**config.mk**
```make
export PLATFORM = sky130hd
export DESIGN_NAME = pll_reset_sequencer
export DESIGN_NICKNAME = d
export VERILOG_FILES = /design/src/rtl/pll_seq_pkg.sv /design/src/rtl/pll_seq_sync.sv /design/src/rtl/pll_reset_sequencer.sv
export SDC_FILE = /design/constraint.sdc
export NUM_CORES = 1
export LEC_CHECK = 0
export BUFFER_PORTS_ARGS = -buffer_cell sky130_fd_sc_hd__buf_2
export CAP_MARGIN = 20
export CORE_MARGIN = 4
export CORE_UTILIZATION = 25
export DETAILED_ROUTE_END_ITERATION = 8
export GPL_TIMING_DRIVEN = 0
export PLACE_DENSITY = 0.38
export SLEW_MARGIN = 5
export SYNTH_ARGS = -nofsm -noshare
export SYNTH_HDL_FRONTEND = slang
export SYNTH_SLANG_ARGS = --single-unit
```
**constraint.sdc**
```tcl
create_clock -name refclk -period 3.5 [get_ports refclk]
set_clock_uncertainty 0.15 [all_clocks]
set_input_delay 0.7 -clock refclk [delete_from_list [all_inputs] [get_ports refclk]]
set_output_delay 0.7 -clock refclk [all_outputs]
set_load 0.005 [all_outputs]
```
**src/rtl/pll_seq_pkg.sv**
```systemverilog
// Shared types and constants for the PLL reset sequencer.
package pll_seq_pkg;

  localparam int unsigned LOSS_CNT_W = 8;

  typedef enum logic [2:0] {
    PLL_RST   = 3'd0,
    WAIT_LOCK = 3'd1,
    STABLE    = 3'd2,
    RUN       = 3'd3,
    FAIL      = 3'd4
  } pll_seq_state_e;

  function automatic int unsigned max3(input int unsigned a, input int unsigned b,
                                       input int unsigned c);
    int unsigned m;
    m = (a > b) ? a : b;
    return (m > c) ? m : c;
  endfunction

endpackage

```
**src/rtl/pll_seq_sync.sv**
```systemverilog
// Multi-flop synchroniser for a single asynchronous level; data flops carry no reset.
module pll_seq_sync #(
  parameter int unsigned STAGES = 2
) (
  input  logic clk_i,
  input  logic d_i,
  output logic q_o
);

  logic [STAGES-1:0] sync_q;

  always_ff @(posedge clk_i) begin
    sync_q <= {sync_q[STAGES-2:0], d_i};
  end

  assign q_o = sync_q[STAGES-1];

endmodule

```
**src/rtl/pll_reset_sequencer.sv**
```systemverilog
// PLL reset / lock qualification sequencer on refclk.
// Optional PLLSEQ_SOFT_RESET_EN adds soft_rst_req to restart the PLL from any non-FAIL state.
module pll_reset_sequencer
  import pll_seq_pkg::*;
#(
  parameter int unsigned PLL_RST_CYCLES = 16,
  parameter int unsigned LOCK_TIMEOUT   = 742500,
  parameter int unsigned STABLE_CYCLES  = 7425,
  parameter int unsigned MAX_RETRIES    = 4,
  parameter int unsigned SYNC_STAGES    = 2
) (
  input  logic                  refclk,
  input  logic                  rst,
`ifdef PLLSEQ_SOFT_RESET_EN
  input  logic                  soft_rst_req,
`endif
  input  logic                  pll_locked,
  output logic                  pll_rst,
  output logic                  sys_rst,
  output logic                  ready,
  output logic                  lock_fail,
  output logic [LOSS_CNT_W-1:0] lock_loss_count
);

  localparam int unsigned CNT_W =
    $clog2(max3(PLL_RST_CYCLES, LOCK_TIMEOUT, STABLE_CYCLES) + 1);
  localparam int unsigned RTY_W = $clog2(MAX_RETRIES + 1);

  localparam logic [CNT_W-1:0] PRST_LAST = CNT_W'(PLL_RST_CYCLES - 1);
  localparam logic [CNT_W-1:0] TMO_LAST  = CNT_W'(LOCK_TIMEOUT - 1);
  localparam logic [CNT_W-1:0] STB_LAST  = CNT_W'(STABLE_CYCLES - 1);
  localparam logic [RTY_W-1:0] RTY_LAST  = RTY_W'(MAX_RETRIES - 1);

  pll_seq_state_e        state_q, state_d;
  logic [CNT_W-1:0]      timer_q, timer_d;
  logic [RTY_W-1:0]      retry_q, retry_d;
  logic [LOSS_CNT_W-1:0] loss_q, loss_d;
  logic                  pll_rst_q, pll_rst_d;
  logic                  sys_rst_q, sys_rst_d;
  logic                  ready_q, ready_d;
  logic                  lock_fail_q, lock_fail_d;
  logic                  lk;

  pll_seq_sync #(
    .STAGES(SYNC_STAGES)
  ) u_sync (
    .clk_i(refclk),
    .d_i  (pll_locked),
    .q_o  (lk)
  );

  always_ff @(posedge refclk) begin
    if (rst) begin
      state_q     <= PLL_RST;
      timer_q     <= '0;
      retry_q     <= '0;
      loss_q      <= '0;
      pll_rst_q   <= 1'b1;
      sys_rst_q   <= 1'b1;
      ready_q     <= 1'b0;
      lock_fail_q <= 1'b0;
    end else begin
      state_q     <= state_d;
      timer_q     <= timer_d;
      retry_q     <= retry_d;
      loss_q      <= loss_d;
      pll_rst_q   <= pll_rst_d;
      sys_rst_q   <= sys_rst_d;
      ready_q     <= ready_d;
      lock_fail_q <= lock_fail_d;
    end
  end

  always_comb begin
    state_d = state_q;
    timer_d = timer_q;
    retry_d = retry_q;
    loss_d  = loss_q;
    unique case (state_q)
      PLL_RST: begin
        if (timer_q == PRST_LAST) begin
          state_d = WAIT_LOCK;
          timer_d = '0;
        end else begin
          timer_d = timer_q + CNT_W'(1);
        end
      end
      WAIT_LOCK: begin
        if (lk) begin
          state_d = STABLE;
          timer_d = '0;
        end else if (timer_q == TMO_LAST) begin
          timer_d = '0;
          if (retry_q == RTY_LAST) begin
            state_d = FAIL;
          end else begin
            retry_d = retry_q + RTY_W'(1);
            state_d = PLL_RST;
          end
        end else begin
          timer_d = timer_q + CNT_W'(1);
        end
      end
      STABLE: begin
        if (!lk) begin
          state_d = WAIT_LOCK;
          timer_d = '0;
        end else if (timer_q == STB_LAST) begin
          state_d = RUN;
          timer_d = '0;
          retry_d = '0;
        end else begin
          timer_d = timer_q + CNT_W'(1);
        end
      end
      RUN: begin
        if (!lk) begin
          state_d = WAIT_LOCK;
          timer_d = '0;
          if (loss_q != '1) begin
            loss_d = loss_q + LOSS_CNT_W'(1);
          end
        end
      end
      FAIL: begin
        state_d = FAIL;
      end
      default: begin
        state_d = PLL_RST;
        timer_d = '0;
      end
    endcase
`ifdef PLLSEQ_SOFT_RESET_EN
    if (soft_rst_req && (state_q != FAIL)) begin
      state_d = PLL_RST;
      timer_d = '0;
      retry_d = '0;
      loss_d  = loss_q;
    end
`endif
  end

  // Outputs are decoded from the current state and registered, so they trail state by one edge.
  always_comb begin
    pll_rst_d   = (state_q == PLL_RST);
    sys_rst_d   = (state_q != RUN);
    ready_d     = (state_q == RUN);
    lock_fail_d = (state_q == FAIL);
  end

  assign pll_rst         = pll_rst_q;
  assign sys_rst         = sys_rst_q;
  assign ready           = ready_q;
  assign lock_fail       = lock_fail_q;
  assign lock_loss_count = loss_q;

endmodule

```
==> results.json <==
{
  "status": "completed",
  "startpoint": "state_q[2]$_SDFFE_PP0P_",
  "dp_hpwl_um": 4158,
  "power_leakage_nw": 0.8502,
  "fill_cells": 891,
  "die_area_um2": 10130,
  "yosysWarnings": 0,
  "slowest_stage": "nor2_1",
  "p_total_w": 0.0009376,
  "grt_start_max_net_pins": 13,
  "ys_types": 53,
  "relSlewSlack_pct": 44.30,
  "numPortBuffers": 13,
  "initial_core_util_pct": 25.87,
  "setup_tns_ns": 0,
  "tightestPinTransition_ns": 0.8324,
  "die_y_um": 100.7,
  "tritoncts": "built",
  "p_int_w": 0.0007481,
  "cp.arrival_ns": 2.50,
  "final_common_cell": "dfxtp_1",
  "ctsHtreeMaxLevel": 2,
  "min-delay-start": "u_sync.sync_q[0]$_DFF_P_",
  "coreArea_um2": 8299,
  "root_buffer": "clkbuf_8",
  "synthCells": 250,
  "cts_inserted_buffers": 5,
  "fin_cells": 375,
  "pwr-share-seq_pct": 49.5,
  "drive_gt1_share_pct": 14.81,
  "multiInputGateArea_um2": 1255,
  "syn-num-nets": 258,
  "rsz0062_at_grt": "no",
  "vias": 1858,
  "cts_buffer_depth": 2,
  "worst-path-max-fanout": 10,
  "cts_setup_buffers": 0,
  "cts.clk_slew.worst_paths_ns": 0.09,
  "async_reset_ff_share_pct": 0,
  "critical_path_class": "register to register",
  "via_per_inst": 4.955,
  "cts.repair.resized": 0,
  "timing.critical_path.buf_inv": 1,
  "min_period_over_period_pct": 69.65,
  "min_delay_path_depth": 0,
  "synth_top_area_cell": "dfxtp_1",
  "pwr-share-comb_pct": 2.4,
  "finalWorstSetupSlack_ns": 1.062,
  "postRouteAntennaNets": 0,
  "endpoint_kind": "register",
  "routed_wl_um": 5674,
  "fin_nets": 278,
  "ios": 15,
  "numPlacedInstances": 368,
  "final_cell_mix": "dfxtp_1 (40), nor2_1 (32), nand2_1 (26), nand3_1 (15), buf_2 (14)",
  "hold_buffers": 0,
  "areaGrowthSynthToFinish_pct": 15.15,
  "synthesis.area_um2": 2147,
  "place_area_um2": 2344,
  "synth_flop_cell": "dfxtp_1",
  "pwr_density_cell_nw_per_um2": 379.2,
  "die-width_um": 100.7,
  "row_count": 33,
  "max_stage_delay_ns": 0.71,
  "drc": 0,
  "ys_seq_elements": 40,
  "place_ws_ns": 1.045,
  "min_period_ns": 2.438,
  "clock_sinks": 40,
  "cp_data_required_time_ns": 3.57,
  "drt_iter0_drc": 89,
  "grt_use_total_pct": 12.29,
  "crit_chain": "nand2b_1, o22a_1, clkbuf_1, nor2_1, a22oi_1, o211ai_1",
  "path_depth": 6,
  "register_area_um2": 800.8,
  "synth_top_area_share_pct": 37.30,
  "netSwitchingPower_w": 0.0001895,
  "vdd_drop_max_uv": 186.9,
  "grt_first_pass_wirelength_um": 9839,
  "ys_seq_area_share_pct": 37.30,
  "gp_congestion": 0.7686,
  "critPathLaunchType": "register",
  "holdCritPathClass": "register to register",
  "synth_area_leaders": "dfxtp_1 (37%), nor2_1 (5.6%), nand2_1 (4.5%)",
  "setup_viol": 0,
  "grt_pass1_vias": 1849,
  "clock_power_share_pct": 48.0,
  "sw_frac_of_total_pct": 20.21,
  "max_cap_viol_count": 0,
  "hold_viol_final": 0,
  "clock_latency_ns": 0.29,
  "diodes": 0,
  "grt_antenna_before_repair": 0,
  "dr.pass1.iters": 4,
  "cp_top_family": "simple AND/OR/NAND/NOR gates",
  "synth_edf_count": 0,
  "wire_per_inst_um": 15.13,
  "final_cell_area_um2": 2472,
  "fmax_mhz": 410.2,
  "gr-total-overflow": 0,
  "worstRegToRegCells": 6,
  "slew_viol_final": 0,
  "syn_avg_cell_area_um2": 8.588,
  "worst_r2r_startpoint": "state_q[2]$_SDFFE_PP0P_"
}
worst register-to-register path: cells and delay by family (launching register included):
family	cells	cell delay, ns
DFF	1	0.48
buffers and inverters	1	0.25
AOI/OAI and AO/OA	3	0.55
and+or+nand+nor	2	0.92
cells in the mapped netlist (2+ instances only):
master    instances
xnor2_1           5
or4_1             3
nor3_1            5
a211oi_1          2
nor4bb_1          3
nand2_1          26
o21ai_0          12
buf_6             4
and4_1            2
a21oi_1           5
nor4_4            2
clkbuf_1          3
nor4_1            4
nand2b_1          3
a31oi_1           2
nand3_1          15
mux2i_1           2
o21ai_1           3
and3_1            3
or3_1             4
a22oi_1           3
nor2b_1           3
and2_1            3
o211ai_1          4
xor2_1            7
nor3b_1           2
nand4_1          12
dfxtp_1          40
nor3_2            2
ha_1              5
nor2_1           32
inv_1             8
registers in the layout, indices dropped and copies added (netlist names):
| register | cells |
|---|---|
| ready | 1 |
| retry_q | 3 |
| timer_q | 20 |
| lock_loss_count | 8 |
| pll_rst | 1 |
| lock_fail | 1 |
| state_q | 3 |
| sys_rst | 1 |
| u_sync.sync_q | 2 |
area by class of cell:
cell class              instances  share of cell area [%]
multi-input cells             194                   50.76
clock inverters                 2                   2.429
inverters                       8                   1.215
repair buffers                 13                   2.632
plain buffers                   8                   2.480
flip-flops and latches         40                   32.39
well taps                     105                   5.314
clock buffers                   5                   2.783
final timing paths:
path	endpoint	slack [ns]
hold reg to reg	u_sync.sync_q[1]$_DFF_P_	0.19
hold / removal	u_sync.sync_q[1]$_DFF_P_	0.19
setup reg to reg	timer_q[15]$_SDFFE_PP0P_	1.06
setup / recovery	timer_q[15]$_SDFFE_PP0P_	1.06
power groups by stage:
stage	registers (W)	logic, W	clock network (W)
6_report	0.000465	0.0000229	0.000450
5_1_grt	0.000466	0.0000265	0.000483
4_1_cts	0.000465	0.0000240	0.000464
3_5_place_dp	0.000475	0.0000239	0
3_3_place_gp	0.000475	0.0000239	0
2_1_floorplan	0.000474	0.0000160	0
cell families after synthesis:
group | Yosys count | share of synthesized area [%]
AO/OA/AOI/OAI | 44 | 15.15
XOR/XNOR | 12 | 4.895
adder cells (fa/ha/maj) | 5 | 2.914
buffers and inverters | 16 | 4.254
flip-flops | 40 | 37.30
multiplexers | 2 | 0.9324
AND/OR/NAND/NOR | 131 | 34.56
layer usage:
layer  routed length (um)  part of all wire [%]  track usage [%]  up-vias
li1                     -                     -                -      957
met2                 2460                    43            18.78       31
met4                   90                   1.6            4.249        0
met3                  211                   3.7            2.768        9
met1                 2912                    51            16.95      861
met5                    0                     0                0        -
stage by stage:
step / hold slack (ns) / util, %
CTS: 0.1862 / 29.79
global route: 0.2013 / 29.79
global placement: 0.1601 / 28.24
finish: 0.1862 / 29.79
detailed placement: 0.1650 / 28.24
floorplan: 0.1596 / -
Note: power is estimated with default switching activity, not from simulation.
